==> config.mk <==
export PLATFORM = sky130hd
export DESIGN_NAME = mul_cu
export DESIGN_NICKNAME = d
export VERILOG_FILES = /design/src/rtl/mul_cu.sv
export SDC_FILE = /design/constraint.sdc
export NUM_CORES = 1
export LEC_CHECK = 0
export BUFFER_PORTS_ARGS = -buffer_cell sky130_fd_sc_hd__buf_2
export CAP_MARGIN = 20
export CORE_AREA = 2 2 39 41
export CTS_CLUSTER_SIZE = 12
export DETAILED_ROUTE_END_ITERATION = 10
export DIE_AREA = 0 0 41 43
export PLACE_DENSITY = 0.68
export SLEW_MARGIN = 20
export SYNTH_ARGS = -nofsm -noshare
export SYNTH_HDL_FRONTEND = slang
export SYNTH_SLANG_ARGS = --single-unit
==> constraint.sdc <==
create_clock -name clk -period 1.4 [get_ports clk]
set_input_delay 0.42 -clock clk [delete_from_list [all_inputs] [get_ports clk]]
set_output_delay 0.42 -clock clk [all_outputs]
set_load 0.02 [all_outputs]
==> src/rtl/mul_cu.sv <==
// Moore control unit for the 4x4 shift-add multiplier datapath.
// Optional MUL_CU_EARLY_EXIT_EN: leave the iteration loop as soon as B == 0.
module mul_cu #(
  parameter int N  = 4,
  parameter int CW = 3
) (
  input  logic clk,
  input  logic rst,
  input  logic start,
  input  logic b0,
  input  logic z,
  output logic ldA,
  output logic ctrlA,
  output logic ldB,
  output logic ctrlB,
  output logic ldP,
  output logic Psel,
  output logic busy,
  output logic done
);

  typedef enum logic [2:0] {
    S_IDLE  = 3'd0,
    S_LOAD  = 3'd1,
    S_CHECK = 3'd2,
    S_ADD   = 3'd3,
    S_SHIFT = 3'd4,
    S_DONE  = 3'd5
  } state_t;

  state_t          state_q, state_d;
  logic [CW-1:0]   cnt_q, cnt_d;
  logic            exit_w;
  logic            ldA_q, ctrlA_q, ldB_q, ctrlB_q, ldP_q, Psel_q, busy_q, done_q;

`ifdef MUL_CU_EARLY_EXIT_EN
  assign exit_w = z || (cnt_q == CW'(N));
`else
  logic unused_z;
  assign unused_z = z;
  assign exit_w   = (cnt_q == CW'(N));
`endif

  always_comb begin
    state_d = S_IDLE;
    cnt_d   = cnt_q;
    case (state_q)
      S_IDLE:  state_d = start ? S_LOAD : S_IDLE;
      S_LOAD: begin
        cnt_d   = '0;
        state_d = S_CHECK;
      end
      S_CHECK: begin
        if (exit_w)  state_d = S_DONE;
        else if (b0) state_d = S_ADD;
        else         state_d = S_SHIFT;
      end
      S_ADD:   state_d = S_SHIFT;
      S_SHIFT: begin
        cnt_d   = cnt_q + CW'(1);
        state_d = S_CHECK;
      end
      S_DONE:  state_d = S_IDLE;
      default: state_d = S_IDLE;
    endcase
  end

  // Outputs are registered from the next state so they track state_q exactly.
  always_ff @(posedge clk or posedge rst) begin
    if (rst) begin
      state_q <= S_IDLE;
      cnt_q   <= '0;
      ldA_q   <= 1'b0;
      ctrlA_q <= 1'b0;
      ldB_q   <= 1'b0;
      ctrlB_q <= 1'b0;
      ldP_q   <= 1'b0;
      Psel_q  <= 1'b0;
      busy_q  <= 1'b0;
      done_q  <= 1'b0;
    end else begin
      state_q <= state_d;
      cnt_q   <= cnt_d;
      ldA_q   <= (state_d == S_LOAD) || (state_d == S_SHIFT);
      ctrlA_q <= (state_d == S_LOAD);
      ldB_q   <= (state_d == S_LOAD) || (state_d == S_SHIFT);
      ctrlB_q <= (state_d == S_LOAD);
      ldP_q   <= (state_d == S_LOAD) || (state_d == S_ADD);
      Psel_q  <= (state_d == S_ADD);
      busy_q  <= (state_d != S_IDLE);
      done_q  <= (state_d == S_DONE);
    end
  end

  assign ldA   = ldA_q;
  assign ctrlA = ctrlA_q;
  assign ldB   = ldB_q;
  assign ctrlB = ctrlB_q;
  assign ldP   = ldP_q;
  assign Psel  = Psel_q;
  assign busy  = busy_q;
  assign done  = done_q;

endmodule

; ---- Yosys cells after proc, flatten, opt, wreduce, memory -nomap -nowiden
; Cells that the tools add are included.
[op_classes]
n_reduce_logical = 6
muxes = 5
addsub = 1
eq_ne = 9
[op_table]
columns = op, count
row1 = equality test 3 bit (second input constant), 4
row2 = case mux 3 bit (4 select lines), 1
row3 = equality test 3 x 2 -> 1 bit (second input constant), 3
row4 = equality test 3 x 1 -> 1 bit (second input constant), 2
row5 = 2-to-1 mux 3 bit, 2
row6 = case mux 3 bit (2 select lines), 1
row7 = adder 3 x 1 -> 3 bit (second input constant), 1
row8 = zero test 3 bit, 1
row9 = nonzero test 3 bit, 1
row10 = logical OR 1 bit, 2
row11 = nonzero test 2 bit, 1
row12 = OR reduction 2 bit, 1
row13 = 2-to-1 mux 1 bit, 1
[totals]
regBits = 12
output_inout_bits = 8
elab_cells = 29

; ---- Logic depth before layout (Yosys ltp)
; Gate-level depths: netlist of the first run.
[logic_depth]
word_depth = 5
depth_mapped = 5
depth_no_buf = 5

; ---- Worst setup path after synthesis of the first run
; OpenSTA, ideal clock, no wires.
[synth_path]
path_type = reg-to-reg
startpoint = reg cnt_q[0]
endpoint = reg cnt_q[1]
required_time_ns = 1.274
n_path_buf = 0
slack_ns = 0.226
synth_period_minus_slack_ns = 1.174
setup_time_ns = 0.126
arrival_time_ns = 1.048
path_stages_with_launch = 6
path_cell_list = dfrtp_1 inv_1 ha_1 and3b_2 a21oi_1 o21ai_0
[synth_via]
elab_chain_cells = 2
[synth_lines]
columns = element, line_no
row1 = start: declaration, 32  ; logic [CW-1:0] cnt_q, cnt_d;
row2 = start signal: assignment, 83  ; cnt_q <= cnt_d;
row3 = adder 3 x 1 -> 3 bit, 60  ; cnt_d = cnt_q + CW'(1);
row4 = case mux 3 bit (2 select lines), 47  ; case (state_q)
; Every way passes these cells.
; A chain may end at the register's enable or synchronous reset.

; ---- Final worst setup path of the first run
[layout_path]
startpoint = reg cnt_q[1]
endpoint = reg cnt_q[1]
; The elaborated chain is that of the path after synthesis.

==> results of run 1 <==
-- repair_timing --
item,in CTS,in global routing
gates resized for setup,0,1
setup endpoints to repair,0,2
buffers inserted,0,1
-- cells by family (layout without fill, tap and decap cells) --
kind of cell	count (synthesis)	count (layout)	synth area share, %
flip-flops	12	12	50.00
buffers and inverters	9	20	9.999
XOR/XNOR	1	1	1.459
AND/OR/NAND/NOR	18	18	16.04
multiplexers	1	1	1.667
AO/OA/AOI/OAI	16	16	16.67
adder cells (fa/ha/maj)	2	2	4.166
-- routing by layer --
| metal | share of wire [%] | global-route usage [%] | vias up |
|---|---|---|---|
| met5 | 0 | 0 | - |
| met4 | 2.1 | 10.00 | 0 |
| met3 | 6.1 | 3.141 | 4 |
| met2 | 48 | 20.31 | 13 |
| met1 | 44 | 18.67 | 196 |
| li1 | - | - | 224 |
-- synth_stat cells (all sizes together) --
master,count,area (um^2)
a2111oi,1,15.01
a21o,1,7.510
a21oi,6,30.03
a31oi,1,6.260
and2b,1,8.760
and3,1,6.260
and3b,1,10.01
buf,5,45.04
dfrtp,12,300.3
ha,2,25.02
inv,4,15.01
mux2i,1,10.01
nand2,5,18.77
nor2,6,22.52
nor3,1,5.000
nor3b,1,7.510
nor4b,1,8.760
o211a,1,10.01
o21ai,5,25.02
o22ai,1,6.260
or3b,1,8.760
xnor2,1,8.760
-- power breakdown --
part	internal (mW)	switching, mW
logic	0.262	0.315
registers	0.473	0.182
clock network	0.158	0.118
total	0.893	0.616
-- path summary, 6_finish.rpt --
kind | start | depth (start not counted) | endpoint
hold reg to reg | cnt_q[1] | 2 | cnt_q[1]
setup reg to reg | cnt_q[1] | 5 | cnt_q[1]
max in group asynchronous | rst | 2 | cnt_q[0]
hold / removal | rst | 2 | ldP
min in group clk | start | 2 | ctrlB
setup / recovery | cnt_q[1] | 5 | cnt_q[1]
-- through the flow --
step | instance area [um^2] | instances | hold WS (ns) | util (%) | power, mW
detailed placement | 630.6 | 81 | 0.4513 | 45.57 | 1.220
global placement | 630.6 | 81 | 0.4409 | 45.57 | 1.200
global route | 678.2 | 86 | 0.1992 | 49.01 | 1.644
CTS | 666.9 | 85 | 0.1536 | 48.19 | 1.497
floorplan | 600.6 | 59 | 0.2847 | - | 1.154
finish | 678.2 | 86 | 0.1427 | 49.01 | 1.509
-- cell type report --
cell class / count / area (um^2) / area share [%]
Sequential cell: 12 / 300.3 / 44.28
Inverter: 4 / 15.01 / 2.214
Tap cell: 16 / 20.02 / 2.952
Timing Repair Buffer: 12 / 62.56 / 9.225
Multi-Input combinational cell: 38 / 244.0 / 35.98
Clock buffer: 4 / 36.28 / 5.351
-- worst max-delay path, stage by stage (launching register included) --
cell     delay (ns)
dfrtp_1        0.39
inv_1          0.06
ha_1           0.26
and3b_2        0.21
a21oi_1        0.10
o21ai_0        0.08
-- flip-flops by register name, summed over array words and instances (netlist names) --
name     flops
ldP          1
ldB          1
done         1
Psel         1
ctrlB        1
busy         1
state_q      3
cnt_q        3
==> impl_metrics.tcl, run 1 <==
set metrics [dict create \
    p_per_area_nw_per_um2 2226 \
    timing_worst_setup_path_type "reg2reg" \
    yosysSeqAreaShare_pct 50.00 \
    syn_inst 59 \
    coreArea_um2 1384 \
    crit_path_end_kind "flop" \
    firstDrtPassIters 4 \
    setup_ws_ns 0.1640 \
    peakVddDrop_mv 0.7383 \
    syn_area_um2 600.6 \
    clock_skew_ns 0.006059 \
    cap_violations 0 \
    avgViaCountPerCell 5.081 \
    cts_sinks 12 \
    synth-seq-cells 12 \
    status "finished clean" \
    antenna_found_initial 0 \
    die_h_um 43 \
    mostFrequentLayoutCell "dfrtp_1" \
    finalNetCount 78 \
    max_freq_ghz 0.8091 \
    yosysUniqueCellTypes 24 \
    cts_root_buffer "clkbuf_4" \
    cts_buffer_depth 2 \
    min_path_type "in2async" \
    wl_per_cell_um 11.60 \
    drive_above_1_share_pct 28.57 \
    layout_common_cells "dfrtp_1, buf_2, nor2_1, nand2_1, a21oi_1" \
    grt_usage_pct 14.42 \
    post-route-min-period_ns 1.236 \
    grt_pass1_vias 379 \
    worst_pin_slew_ns 0.4702 \
    cp.arrival_ns 1.38 \
    setup_viol 0 \
    io-pin-count 13 \
    dieWidth_um 41 \
    worstPathRequired_ns 1.54 \
    ctsHoldBuffers 0 \
    fill_cells 133 \
    final.setup.tns_ns 0 \
    vias 437 \
    num_antenna_cells 0 \
    hold_violations 0 \
    port_buffers 11 \
    worstSetupStartpointType "flop" \
    cts_tree "done" \
    leakagePower_nw 0.3464 \
    place_congestion 0.6891 \
    ant_nets 0 \
    avgSynthCellArea_um2 10.18 \
    syn_to_final_growth_pct 12.92 \
    slew_headroom_pct 68.62 \
    reg2reg_setup_slack_ns 0.16 \
    crit_path_max_fanout 4 \
    period_share_pct 88.28 \
    h-tree-depth 1 \
    wl_um 998 \
    path_clk_slew_ns 0.08 \
    initial_utilization_pct 43.40 \
    grt_max_degree 16 \
    syn_nets 66 \
    rows 14 \
    dp_slack_ns 0.1115 \
    rsz0062_at_grt "false" \
    grt_pass1_wl_um 1683 \
    dieArea_um2 1763 \
    grt_remaining_overflow 0 \
    cts-buffers-inserted 3 \
    yosysWarnings 0 \
    clkLatencyLatePin_ns 0.27 \
    drc_errors 0 \
    slew_viol_final 0 \
    first_iter_violations 6 \
    hpwlAfterDp_um 686.2 \
]
(Power assumes the default switching activity.)
==> run 2: changes to the inputs <==
GPL_TIMING_DRIVEN = 0   (was not set)
==> run 2 against run 1 <==
  * Final area grew 5.4%
  * Utilization grew 2.6 points
  * Non-clock buffer count grew 4
  * Cell count grew 4.7%
  * Clock-buffer cell count is the same
  * Clock skew shrank 0.0046 ns
  * Via count grew 6.4%
  * Sequential power shrank 12%
  * Flip-flop and latch count is the same
  * Critical path type is now reg2out
  * Largest cell class unchanged
  * Highest routed layer unchanged
==> impl_metrics.tcl, run 2 (synthesis gave the netlist of run 1 again) <==
set metrics [dict create \
    clock_skew_ns 0.001438 \
    r2r-start "cnt_q[0]" \
    setup_viol 0 \
    crit_path_start "ldB" \
    num_antenna_cells 0 \
    timing_worst_setup_path_type "reg2out" \
    ant_nets 0 \
    p_per_area_nw_per_um2 2244 \
    setup_ws_ns 0.06254 \
    drive_above_1_share_pct 31.08 \
    cts_root_buffer "clkbuf_4" \
    r2r_cells 5 \
    crit_path_max_fanout 2 \
    min_path_type "in2async" \
    max_freq_ghz 0.7477 \
    worst_pin_slew_ns 0.4495 \
    cts-buffers-inserted 3 \
    cts_sinks 12 \
    endpoint "ldB" \
    peakVddDrop_mv 1.000 \
    place_congestion 0.7276 \
    coreArea_um2 1384 \
    post-route-min-period_ns 1.337 \
    status "finished clean" \
    reg2reg_setup_slack_ns 0.15 \
    grt_pass1_vias 403 \
    initial_utilization_pct 43.40 \
    drc_errors 0 \
    grt_pass1_wl_um 1683 \
    grt_remaining_overflow 0 \
    dp_slack_ns 0.1458 \
    wl_per_cell_um 11.39 \
    r2r-end "cnt_q[1]" \
    dieArea_um2 1763 \
    mostFrequentLayoutCell "dfrtp_1" \
    slew_headroom_pct 70.00 \
    grt_usage_pct 14.50 \
    ctsHoldBuffers 0 \
    avgViaCountPerCell 5.167 \
    hpwlAfterDp_um 730.5 \
    vias 465 \
    firstDrtPassIters 4 \
    syn_to_final_growth_pct 18.96 \
    antenna_found_initial 0 \
    crit_path_end_kind "output port" \
    path_clk_slew_ns 0.07 \
    h-tree-depth 1 \
    dieWidth_um 41 \
    worstPathRequired_ns 0.98 \
    rows 14 \
    rsz0062_at_grt "false" \
    largest_registers "cnt_q (3), state_q (3)" \
    slew_viol_final 0 \
    leakagePower_nw 0.3691 \
    die_h_um 43 \
    wl_um 1025 \
    cts_tree "done" \
    first_iter_violations 9 \
    utilization_pct 51.63 \
    period_share_pct 95.53 \
    layout_common_cells "dfrtp_1, buf_2, nor2_1, a21oi_1, nand2_1" \
    io-pin-count 13 \
    cts_buffer_depth 2 \
    grt_max_degree 13 \
    hold_violations 0 \
    cp.arrival_ns 0.92 \
    worstSetupStartpointType "flop" \
    final.setup.tns_ns 0 \
    clkLatencyLatePin_ns 0.27 \
    port_buffers 11 \
    finalNetCount 82 \
    cap_violations 0 \
]
[run 2: final cells by class]
type | count | area [um^2]
Multi-Input combinational cell | 38 | 240.2
Buffer | 5 | 45.04
Sequential cell | 12 | 300.3
Timing Repair Buffer | 11 | 57.56
Clock buffer | 4 | 36.28
Tap cell | 16 | 20.02
Inverter | 4 | 15.01
Fill cell | 139 | 669.4
[run 2: through the flow]
step | cells | hold WS (ns) | total power, mW | instance area (um^2)
after floorplan | 59 | 0.2847 | 1.154 | 600.6
after global placement | 86 | 0.4452 | 1.321 | 675.6
after detailed placement | 86 | 0.4539 | 1.333 | 675.6
after CTS | 90 | 0.1523 | 1.617 | 711.9
after global routing | 90 | 0.1796 | 1.758 | 714.4
final | 90 | 0.1387 | 1.604 | 714.4
[run 2: routing by layer]
metal | global-route usage [%] | share of wire [%] | wire (um)
met2 | 20.31 | 47 | 478
met5 | 0 | 0 | 0
met1 | 17.94 | 45 | 458
met4 | 10.00 | 2.2 | 23
met3 | 4.712 | 6.2 | 64
[run 2: worst max-delay path: stages, from the launching register on]
cell and delay, ns:
dfrtp_1 0.38, buf_4 0.12, buf_2 0.15
[run 2: how the worst min path moves through the flow]
stage          from  endpoint  slack, ns  cells past startpoint
6_report        rst      Psel       0.14                      2
5_1_grt         rst      Psel       0.18                      2
4_1_cts         rst      Psel       0.15                      2
3_5_place_dp    rst      done       0.45                      2
3_3_place_gp    rst       ldP       0.45                      2
2_1_floorplan   rst      Psel       0.28                      1
[run 2: where the power goes]
| part | total (mW) | internal, mW | switching, mW | leakage, nW |
|---|---|---|---|---|
| registers | 0.574 | 0.475 | 0.0986 | 0.155 |
| logic | 0.758 | 0.341 | 0.417 | 0.193 |
| clock network | 0.272 | 0.158 | 0.114 | 0.0210 |
[run 2: timing repair]
action	4_1_cts	5_1_grt
buffers inserted	0	0
gates resized for setup	0	1
hold endpoints to repair	0	0
setup endpoints to repair	0	1
